===== config.mk =====
export PLATFORM = sky130hd
export DESIGN_NAME = sent_tx_pulse_gen
export DESIGN_NICKNAME = d
export VERILOG_FILES = /design/src/rtl/sent_pkg.sv /design/src/rtl/sent_tick_prescaler.sv /design/src/rtl/sent_tx_pulse_gen.sv
export SDC_FILE = /design/constraint.sdc
export NUM_CORES = 1
export LEC_CHECK = 0
export CAP_MARGIN = 20
export CORE_MARGIN = 2
export CORE_UTILIZATION = 44
export DETAILED_ROUTE_END_ITERATION = 12
export DONT_BUFFER_PORTS = 1
export GPL_TIMING_DRIVEN = 0
export HOLD_SLACK_MARGIN = 0.05
export PLACE_DENSITY_LB_ADDON = 0.08
export SKIP_LAST_GASP = 1
export SLEW_MARGIN = 20
export SYNTH_ARGS = -nofsm -noshare
export SYNTH_HDL_FRONTEND = slang
export SYNTH_HIERARCHICAL = 1
export SYNTH_SLANG_ARGS = --single-unit

===== constraint.sdc =====
create_clock -name clk -period 2.5 [get_ports clk]
set_input_delay 0.625 -clock clk [delete_from_list [all_inputs] [get_ports clk]]
set_output_delay 0.625 -clock clk [all_outputs]
set_load 0.05 [all_outputs]

===== src/rtl/sent_pkg.sv =====
// Shared constants, period-type and FSM encodings for the SENT transmit pulse generator.
package sent_pkg;

    localparam int unsigned LOW_TICKS         = 5;
    localparam int unsigned SYNC_TICKS        = 56;
    localparam int unsigned NIBBLE_BASE_TICKS = 12;
    localparam int unsigned PAUSE_TICKS_DEF   = 20;

    typedef enum logic [1:0] {
        PT_SYNC  = 2'd0,
        PT_PULSE = 2'd1,
        PT_PAUSE = 2'd2
    } ptype_e;

    typedef enum logic [1:0] {
        ST_IDLE = 2'd0,
        ST_LOW  = 2'd1,
        ST_HIGH = 2'd2
    } state_e;

    // Period length in ticks for a captured period type and nibble.
    function automatic logic [9:0] period_len(
        input ptype_e     pt,
        input logic [3:0] nib,
        input logic [9:0] sync_ticks,
        input logic [9:0] pause_ticks,
        input logic [9:0] base_ticks
    );
        logic [9:0] len;
        case (pt)
            PT_SYNC:  len = sync_ticks;
            PT_PAUSE: len = pause_ticks;
            default:  len = base_ticks + {6'd0, nib};
        endcase
        return len;
    endfunction

endpackage


===== src/rtl/sent_tick_prescaler.sv =====
// Divides clk by CLK_PER_TICK; tick marks the last clk of each tick, tick_early the one before.
import sent_pkg::*;

module sent_tick_prescaler #(
    parameter int unsigned CLK_PER_TICK = 4
) (
    input  logic clk,
    input  logic clr,
    input  logic en,
    output logic tick,
    output logic tick_early
);

    localparam logic [9:0] CNT_LAST  = 10'(CLK_PER_TICK - 1);
    localparam logic [9:0] CNT_EARLY = 10'(CLK_PER_TICK - 2);

    logic [9:0] cnt_q, cnt_d;

    always_comb begin
        cnt_d = cnt_q;
        if (clr)
            cnt_d = '0;
        else if (en)
            cnt_d = (cnt_q == CNT_LAST) ? '0 : cnt_q + 10'd1;
    end

    always_ff @(posedge clk) begin
        cnt_q <= cnt_d;
    end

    assign tick       = en && (cnt_q == CNT_LAST);
    assign tick_early = en && (cnt_q == CNT_EARLY);

endmodule


===== src/rtl/sent_tx_pulse_gen.sv =====
// SENT physical-layer period generator: turns level requests into tick-timed low/high periods
// and flags the last clk of each completed period on pulse_done.
import sent_pkg::*;

module sent_tx_pulse_gen #(
    parameter int unsigned CLK_PER_TICK      = 4,
    parameter int unsigned LOW_TICKS         = sent_pkg::LOW_TICKS,
    parameter int unsigned SYNC_TICKS        = sent_pkg::SYNC_TICKS,
    parameter int unsigned NIBBLE_BASE_TICKS = sent_pkg::NIBBLE_BASE_TICKS,
    parameter int unsigned PAUSE_TICKS       = sent_pkg::PAUSE_TICKS_DEF
) (
    input  logic       clk,
    input  logic       reset,
    input  logic       sync,
    input  logic       pulse,
    input  logic       pause,
    input  logic [3:0] data_nibble,
    output logic       sent_out,
    output logic       pulse_done,
    output logic       busy,
    output logic       tick
);

    localparam logic [9:0] LOW_LAST = 10'(LOW_TICKS - 1);

    state_e     state_q, state_d;
    ptype_e     ptype_q, ptype_d;
    logic [3:0] nibble_q, nibble_d;
    logic [9:0] tick_cnt_q, tick_cnt_d;
    logic       sent_out_q, sent_out_d;
    logic       pulse_done_q, pulse_done_d;

    logic       req, start, tick_early;
    logic [9:0] len_last;

    assign req  = sync | pulse | pause;
    assign busy = (state_q != ST_IDLE);

    sent_tick_prescaler #(
        .CLK_PER_TICK(CLK_PER_TICK)
    ) u_prescaler (
        .clk       (clk),
        .clr       (reset | start),
        .en        (busy),
        .tick      (tick),
        .tick_early(tick_early)
    );

    assign len_last = period_len(ptype_q, nibble_q, 10'(SYNC_TICKS), 10'(PAUSE_TICKS),
                                 10'(NIBBLE_BASE_TICKS)) - 10'd1;

    always_comb begin
        state_d      = state_q;
        ptype_d      = ptype_q;
        nibble_d     = nibble_q;
        sent_out_d   = sent_out_q;
        pulse_done_d = 1'b0;
        start        = 1'b0;
        case (state_q)
            ST_IDLE: begin
                sent_out_d = 1'b1;
                if (req) begin
                    state_d    = ST_LOW;
                    sent_out_d = 1'b0;
                    start      = 1'b1;
                end
            end
            ST_LOW: begin
                // Late sample point gives the controller time to update after pulse_done.
                if (tick && tick_cnt_q == LOW_LAST) begin
                    sent_out_d = 1'b1;
                    if (req) begin
                        state_d  = ST_HIGH;
                        ptype_d  = sync ? PT_SYNC : (pause ? PT_PAUSE : PT_PULSE);
                        nibble_d = data_nibble;
                    end else begin
                        state_d = ST_IDLE;
                    end
                end
            end
            ST_HIGH: begin
                // Registered pulse_done is armed one clk ahead so it lands on the final clk.
                if (tick_early && tick_cnt_q == len_last)
                    pulse_done_d = 1'b1;
                if (tick && tick_cnt_q == len_last) begin
                    if (req) begin
                        state_d    = ST_LOW;
                        sent_out_d = 1'b0;
                        start      = 1'b1;
                    end else begin
                        state_d = ST_IDLE;
                    end
                end
            end
            default: begin
                state_d    = ST_IDLE;
                sent_out_d = 1'b1;
            end
        endcase
    end

    always_comb begin
        tick_cnt_d = tick_cnt_q;
        if (start)
            tick_cnt_d = '0;
        else if (tick)
            tick_cnt_d = tick_cnt_q + 10'd1;
    end

    always_ff @(posedge clk) begin
        if (reset) begin
            state_q      <= ST_IDLE;
            ptype_q      <= PT_PULSE;
            nibble_q     <= '0;
            tick_cnt_q   <= '0;
            sent_out_q   <= 1'b1;
            pulse_done_q <= 1'b0;
        end else begin
            state_q      <= state_d;
            ptype_q      <= ptype_d;
            nibble_q     <= nibble_d;
            tick_cnt_q   <= tick_cnt_d;
            sent_out_q   <= sent_out_d;
            pulse_done_q <= pulse_done_d;
        end
    end

    assign sent_out   = sent_out_q;
    assign pulse_done = pulse_done_q;

endmodule


==> results_dict.tcl, run 1 <==
set metrics [dict create \
    crit_required_ns 2.67 \
    async_reset_ff_frac 0 \
    crit_path_end_kind "flip-flop" \
    drc 0 \
    wl_per_cell_um 15.5 \
    antenna_found_initial 0 \
    min_period_ns 2.44 \
    globalRouteOverflowTotal 0 \
    grt_pass1_wl_mm 6.72 \
    place_inst 248 \
    synth_edf_count 0 \
    root_buffer "clkbuf_8" \
    ys_top_cells_by_area "dfxtp_1 (34%), xnor2_1 (7.5%), nor2_1 (6.9%)" \
    vdd_drop_max_mv 0.278 \
    criticalPathCategory "reg -> reg" \
    numCtsBuffers 5 \
    path_clk_slew_ns 0.06 \
    clock_latency_ns 0.28 \
    ys_types 47 \
    drv_slew 0 \
    yosysWarnings 6 \
    wl_met2_mm 2.04 \
    synth-main-ff-cell "dfxtp_1" \
    syn_area_um2 1740 \
    status "finished clean" \
    grt_max_degree 11 \
    relSlewSlack 0.464 \
    drt-total-wl_mm 4.17 \
    wl_met3_um 126 \
    rsz0062_at_grt "yes" \
    drive_gt1_frac 0.294 \
    clock_skew_ns 0.00591 \
    dr.max_layer_used "met4" \
    wl_met1_mm 1.94 \
    dpl_cell_area_um2 1840 \
    yosys-top-cells-count "nor2_1 (32), dfxtp_1 (30), xnor2_1 (15)" \
    io_pins 13 \
    finalSetupViolCount 0 \
    dr.pass1.iters 4 \
    fp.coreArea_um2 3740 \
    dp_hpwl_mm 2.81 \
    final_antenna_net_count 0 \
    gp_congestion 0.825 \
    drt-initial-drc-count 112 \
    tightestPinTransition_ns 0.797 \
    seq_area_frac_synth 0.345 \
    gr-usage-all-layers 0.206 \
    die_x_um 66.9 \
    nNetsFinal 235 \
    dieArea_um2 4480 \
    area_delta_synth_final_pct 24.8 \
    worstPathArrival_ns 2.61 \
    critPathMaxFanout 7 \
    stdcell_count 269 \
    finalCritPeriodShare 0.977 \
    num_antenna_cells 0 \
    maxCapViolations 0 \
    die_h_um 66.9 \
    final_area_um2 2170 \
    synth_most_common_cell "nor2_1" \
    fmax_mhz 410 \
    clkSinkCount 30 \
    vias 1528 \
    synth_seq_cells 30 \
    io_buffers 0 \
    viasPerCell 5.68 \
    cts_tree "done" \
    htreeDepth 2 \
    grt_pass1_vias 1417 \
    syn_inst 200 \
    setup.worst_path.start_class "flip-flop" \
    power_leakage_nw 0.748 \
    setup-tns-final_ns 0 \
    synth_top_area_frac 0.345 \
    initial_core_util 0.466 \
    hp-class "reg -> reg" \
    yosysTopAreaCell "dfxtp_1" \
    clock_path_buffers 2 \
    rows 22 \
    hold_viol 0 \
    avgSynthCellArea_um2 8.71 \
    power.density_nw_per_um2 463 \
    synth_fp_nets 215 \
]
-- stage by stage --
| stage | setup slack, ns | power, mW | util | hold slack [ns] |
|---|---|---|---|---|
| after floorplan | -0.116 | 0.581 | - | 0.460 |
| after global placement | -0.450 | 0.592 | 0.492 | 0.481 |
| after detailed placement | -0.566 | 0.596 | 0.492 | 0.496 |
| after CTS | -0.141 | 1.01 | 0.555 | 0.489 |
| after global routing | -0.0786 | 1.06 | 0.581 | 0.495 |
| final | 0.0581 | 1.01 | 0.581 | 0.494 |
-- metal layers --
metal / GRT usage / up-vias
li1: - / 763
met1: 0.261 / 740
met2: 0.330 / 20
met3: 0.0524 / 5
met4: 0.0842 / 0
met5: 0 / -
-- sequential cells by signal (all words and copies together), names as in the netlist --
signal / flops
state_q: 2
pulse_done: 1
nibble_q: 4
u_prescaler/cnt_q: 10
sent_out: 1
tick_cnt_q: 10
ptype_q: 2
-- worst max-delay path, cell delays in order (launching register included) --
cell      delay [ns]
dfxtp_4         0.36
inv_4           0.04
ha_4            0.26
buf_6           0.12
nand3_1         0.08
a211o_1         0.29
or4_4           0.57
o41ai_4         0.32
o21bai_4        0.24
nor2_1          0.06
-- area by class of cell --
class | instances | area [um^2]
Multi-Input combinational cell | 158 | 1240
Fill cell | 368 | 1570
Tap cell | 48 | 60.1
Clock inverter | 1 | 5.00
Timing Repair Buffer | 14 | 109
Inverter | 6 | 25.0
Clock buffer | 7 | 86.3
Sequential cell | 30 | 621
Buffer | 5 | 27.5
-- cells by family (layout without fill, tap and decap cells) --
group           after synthesis  count (layout)  synth area share
mux                           5               5            0.0287
simple gates                 96              97             0.307
buf+inv                      14              33            0.0352
compound gates               27              28             0.131
xor+xnor                     22              22             0.111
flops                        30              30             0.345
fa+ha+maj                     6               6            0.0431
-- placed cells by master, fill, tap and decap left out, types with 5 or more instances in the layout --
master / instances
nand2_1: 6
buf_4: 13
inv_1: 5
xnor2_1: 15
clkbuf_8: 6
dfxtp_1: 20
a21oi_1: 5
nand3_1: 8
xor2_1: 7
nand4_1: 6
mux2i_1: 5
nor3_1: 5
nor2_1: 31
and3_1: 5
dfxtp_2: 7
-- worst paths after layout --
kind | endpoint | start | cells past startpoint | slack (ns)
worst min register to register | nibble_q[3] | nibble_q[3] | 2 | 0.49
worst max register to register | u_prescaler/cnt_q[7] | nibble_q[2] | 9 | 0.06
worst min-delay path | nibble_q[3] | nibble_q[3] | 2 | 0.49
worst max-delay path | u_prescaler/cnt_q[7] | nibble_q[2] | 9 | 0.06
-- report_power, final --
part | switching (mW) | leakage, nW | internal [mW]
clock network | 0.182 | 0.0482 | 0.222
registers | 0.0203 | 0.247 | 0.485
logic | 0.0569 | 0.453 | 0.0402
-- timing repair --
action / 4_1_cts / 5_1_grt
gates cloned: 2 / 0
pin swaps: 26 / 11
hold buffers: 0 / 0
setup endpoints to repair: 29 / 28
buffers inserted: 10 / 4
resized for setup: 19 / 21
Note: power is estimated with default switching activity, not from simulation.
==> run 2: changes to the inputs <==
--- a/config.mk
+++ b/config.mk
@@ -12,7 +12,7 @@
 export DONT_BUFFER_PORTS = 1
 export GPL_TIMING_DRIVEN = 0
 export HOLD_SLACK_MARGIN = 0.05
-export PLACE_DENSITY_LB_ADDON = 0.08
+export PLACE_DENSITY_LB_ADDON = 0.2
 export SKIP_LAST_GASP = 1
 export SLEW_MARGIN = 20
 export SYNTH_ARGS = -nofsm -noshare
==> results_dict.tcl, run 2 (synthesis gave the netlist of run 1 again) <==
set metrics [dict create \
    area_delta_synth_final_pct 21.9 \
    pwr-share-comb 0.098 \
    hold_viol 0 \
    numCtsBuffers 5 \
    maxCapViolations 0 \
    dr.pass1.iters 4 \
    fp.coreArea_um2 3740 \
    final_cell_mix "nor2_1 (29), dfxtp_1 (20), xnor2_1 (15), buf_4 (10)" \
    vias 1510 \
    crit_chain "inv_4 > ha_4 > buf_4 > nand3_1 > a211o_1 > or4_4 > o41ai_4 > o21bai_4 > nor2_1" \
    rsz0062_at_grt "yes" \
    die_h_um 66.9 \
    fin_util 0.568 \
    vdd_drop_max_mv 0.317 \
    power.share.sequential 0.517 \
    min_period_ns 2.49 \
    drive_gt1_frac 0.282 \
    drc 0 \
    drt-total-wl_mm 3.96 \
    status "finished clean" \
    finalCritPeriodShare 0.996 \
    grt_max_degree 11 \
    gr-usage-all-layers 0.200 \
    fmax_mhz 402 \
    wl_per_cell_um 15.0 \
    reg_top3 "tick_cnt_q (10), u_prescaler/cnt_q (10), nibble_q (4)" \
    p_clk_frac 0.386 \
    final_antenna_net_count 0 \
    die_x_um 66.9 \
    path_clk_slew_ns 0.06 \
    critPathMaxStageDelay_ns 0.56 \
    rows 22 \
    tightestPinTransition_ns 0.705 \
    antenna_found_initial 0 \
    nNetsFinal 232 \
    worstPathArrival_ns 2.65 \
    clock_latency_ns 0.27 \
    clock_skew_ns 0.00689 \
    htreeDepth 2 \
    n_fill_cell 343 \
    io_buffers 0 \
    relSlewSlack 0.527 \
    grt_pass1_wl_mm 6.60 \
    hp-class "in -> reg" \
    viasPerCell 5.72 \
    power_leakage_nw 0.735 \
    clkSinkCount 30 \
    globalRouteOverflowTotal 0 \
    setup.worst_path.start_class "flip-flop" \
    cts_tree "done" \
    dp_hpwl_mm 2.75 \
    switching_power_uw 237 \
    power.density_nw_per_um2 458 \
    crit_path_end_kind "flip-flop" \
    finalSetupViolCount 0 \
    crit_required_ns 2.66 \
    initial_core_util 0.466 \
    drv_slew 0 \
    io_pins 13 \
    critPathMaxFanout 8 \
    root_buffer "clkbuf_8" \
    setup-tns-final_ns 0 \
    ctsHoldBuffers 0 \
    clock_path_buffers 2 \
    criticalPathCategory "reg -> reg" \
    num_antenna_cells 0 \
    gp_congestion 0.815 \
    p_int_uw 736 \
    final_common_cell "nor2_1" \
    critPathSlowestCell "or4_4" \
    dieArea_um2 4480 \
    sw_frac_of_total 0.243 \
    grt_pass1_vias 1441 \
    drt-initial-drc-count 60 \
]
## run 2: changes by cell type in the layout (fill, tap and decap cells not counted), sizes merged
cell    previous run  this run
buf               17        14
clkbuf             9         8
clkinv             1         0
## run 2: final cells by class
| type | count | area [um^2] | area share |
|---|---|---|---|
| Multi-Input combinational cell | 158 | 1220 | 0.575 |
| Timing Repair Buffer | 11 | 86.3 | 0.0406 |
| Buffer | 5 | 27.5 | 0.0130 |
| Clock buffer | 6 | 82.6 | 0.0389 |
| Inverter | 6 | 25.0 | 0.0118 |
| Sequential cell | 30 | 621 | 0.292 |
| Tap cell | 48 | 60.1 | 0.0283 |
## run 2: per-stage QoR
step                hold WS (ns)  power [mW]  std cells  instance area (um^2)  worst slack, ns
finish                     0.510       0.973        264                  2120           0.0106
global route               0.508        1.02        264                  2120           -0.118
CTS                        0.502       0.989        263                  2070           -0.116
detailed placement         0.509       0.595        248                  1840           -0.506
global placement           0.478       0.592        248                  1840           -0.451
floorplan                  0.460       0.581        200                  1780           -0.116
## run 2: power groups by stage
stage	combinational, mW	sequential, mW	clock, mW
after floorplan	0.0674	0.513	0
after global placement	0.0764	0.515	0
after detailed placement	0.0789	0.516	0
after CTS	0.0924	0.504	0.393
after global routing	0.104	0.505	0.410
final	0.0949	0.503	0.375
## run 2: worst max-delay path, delay by kind of cell, from the launching register on
family | cells | cell delay (ns)
buffers and inverters | 2 | 0.19
and+or+nand+nor | 3 | 0.73
DFF | 1 | 0.36
adders and majority gates | 1 | 0.25
AOI/OAI and AO/OA | 3 | 0.85
## run 2: final timing paths
check,from,end,slack [ns],cells after the start
setup / recovery,nibble_q[2],u_prescaler/cnt_q[3],0.01,9
hold / removal,data_nibble[0],nibble_q[0],0.51,2
setup reg to reg,nibble_q[2],u_prescaler/cnt_q[3],0.01,9
hold reg to reg,tick_cnt_q[0],tick_cnt_q[0],0.52,2
## run 2: timing repair
action | 4_1_cts | 5_1_grt
gates resized for setup | 24 | 15
gates cloned | 2 | 0
buffers inserted | 10 | 1
pin swaps | 24 | 8
setup endpoints to repair | 29 | 28
## run 2: per-layer routing
layer  wire [um]  track usage
met1        1930        0.263
met2        1870        0.310
met3         131       0.0642
met4          42       0.0612
met5           0            0
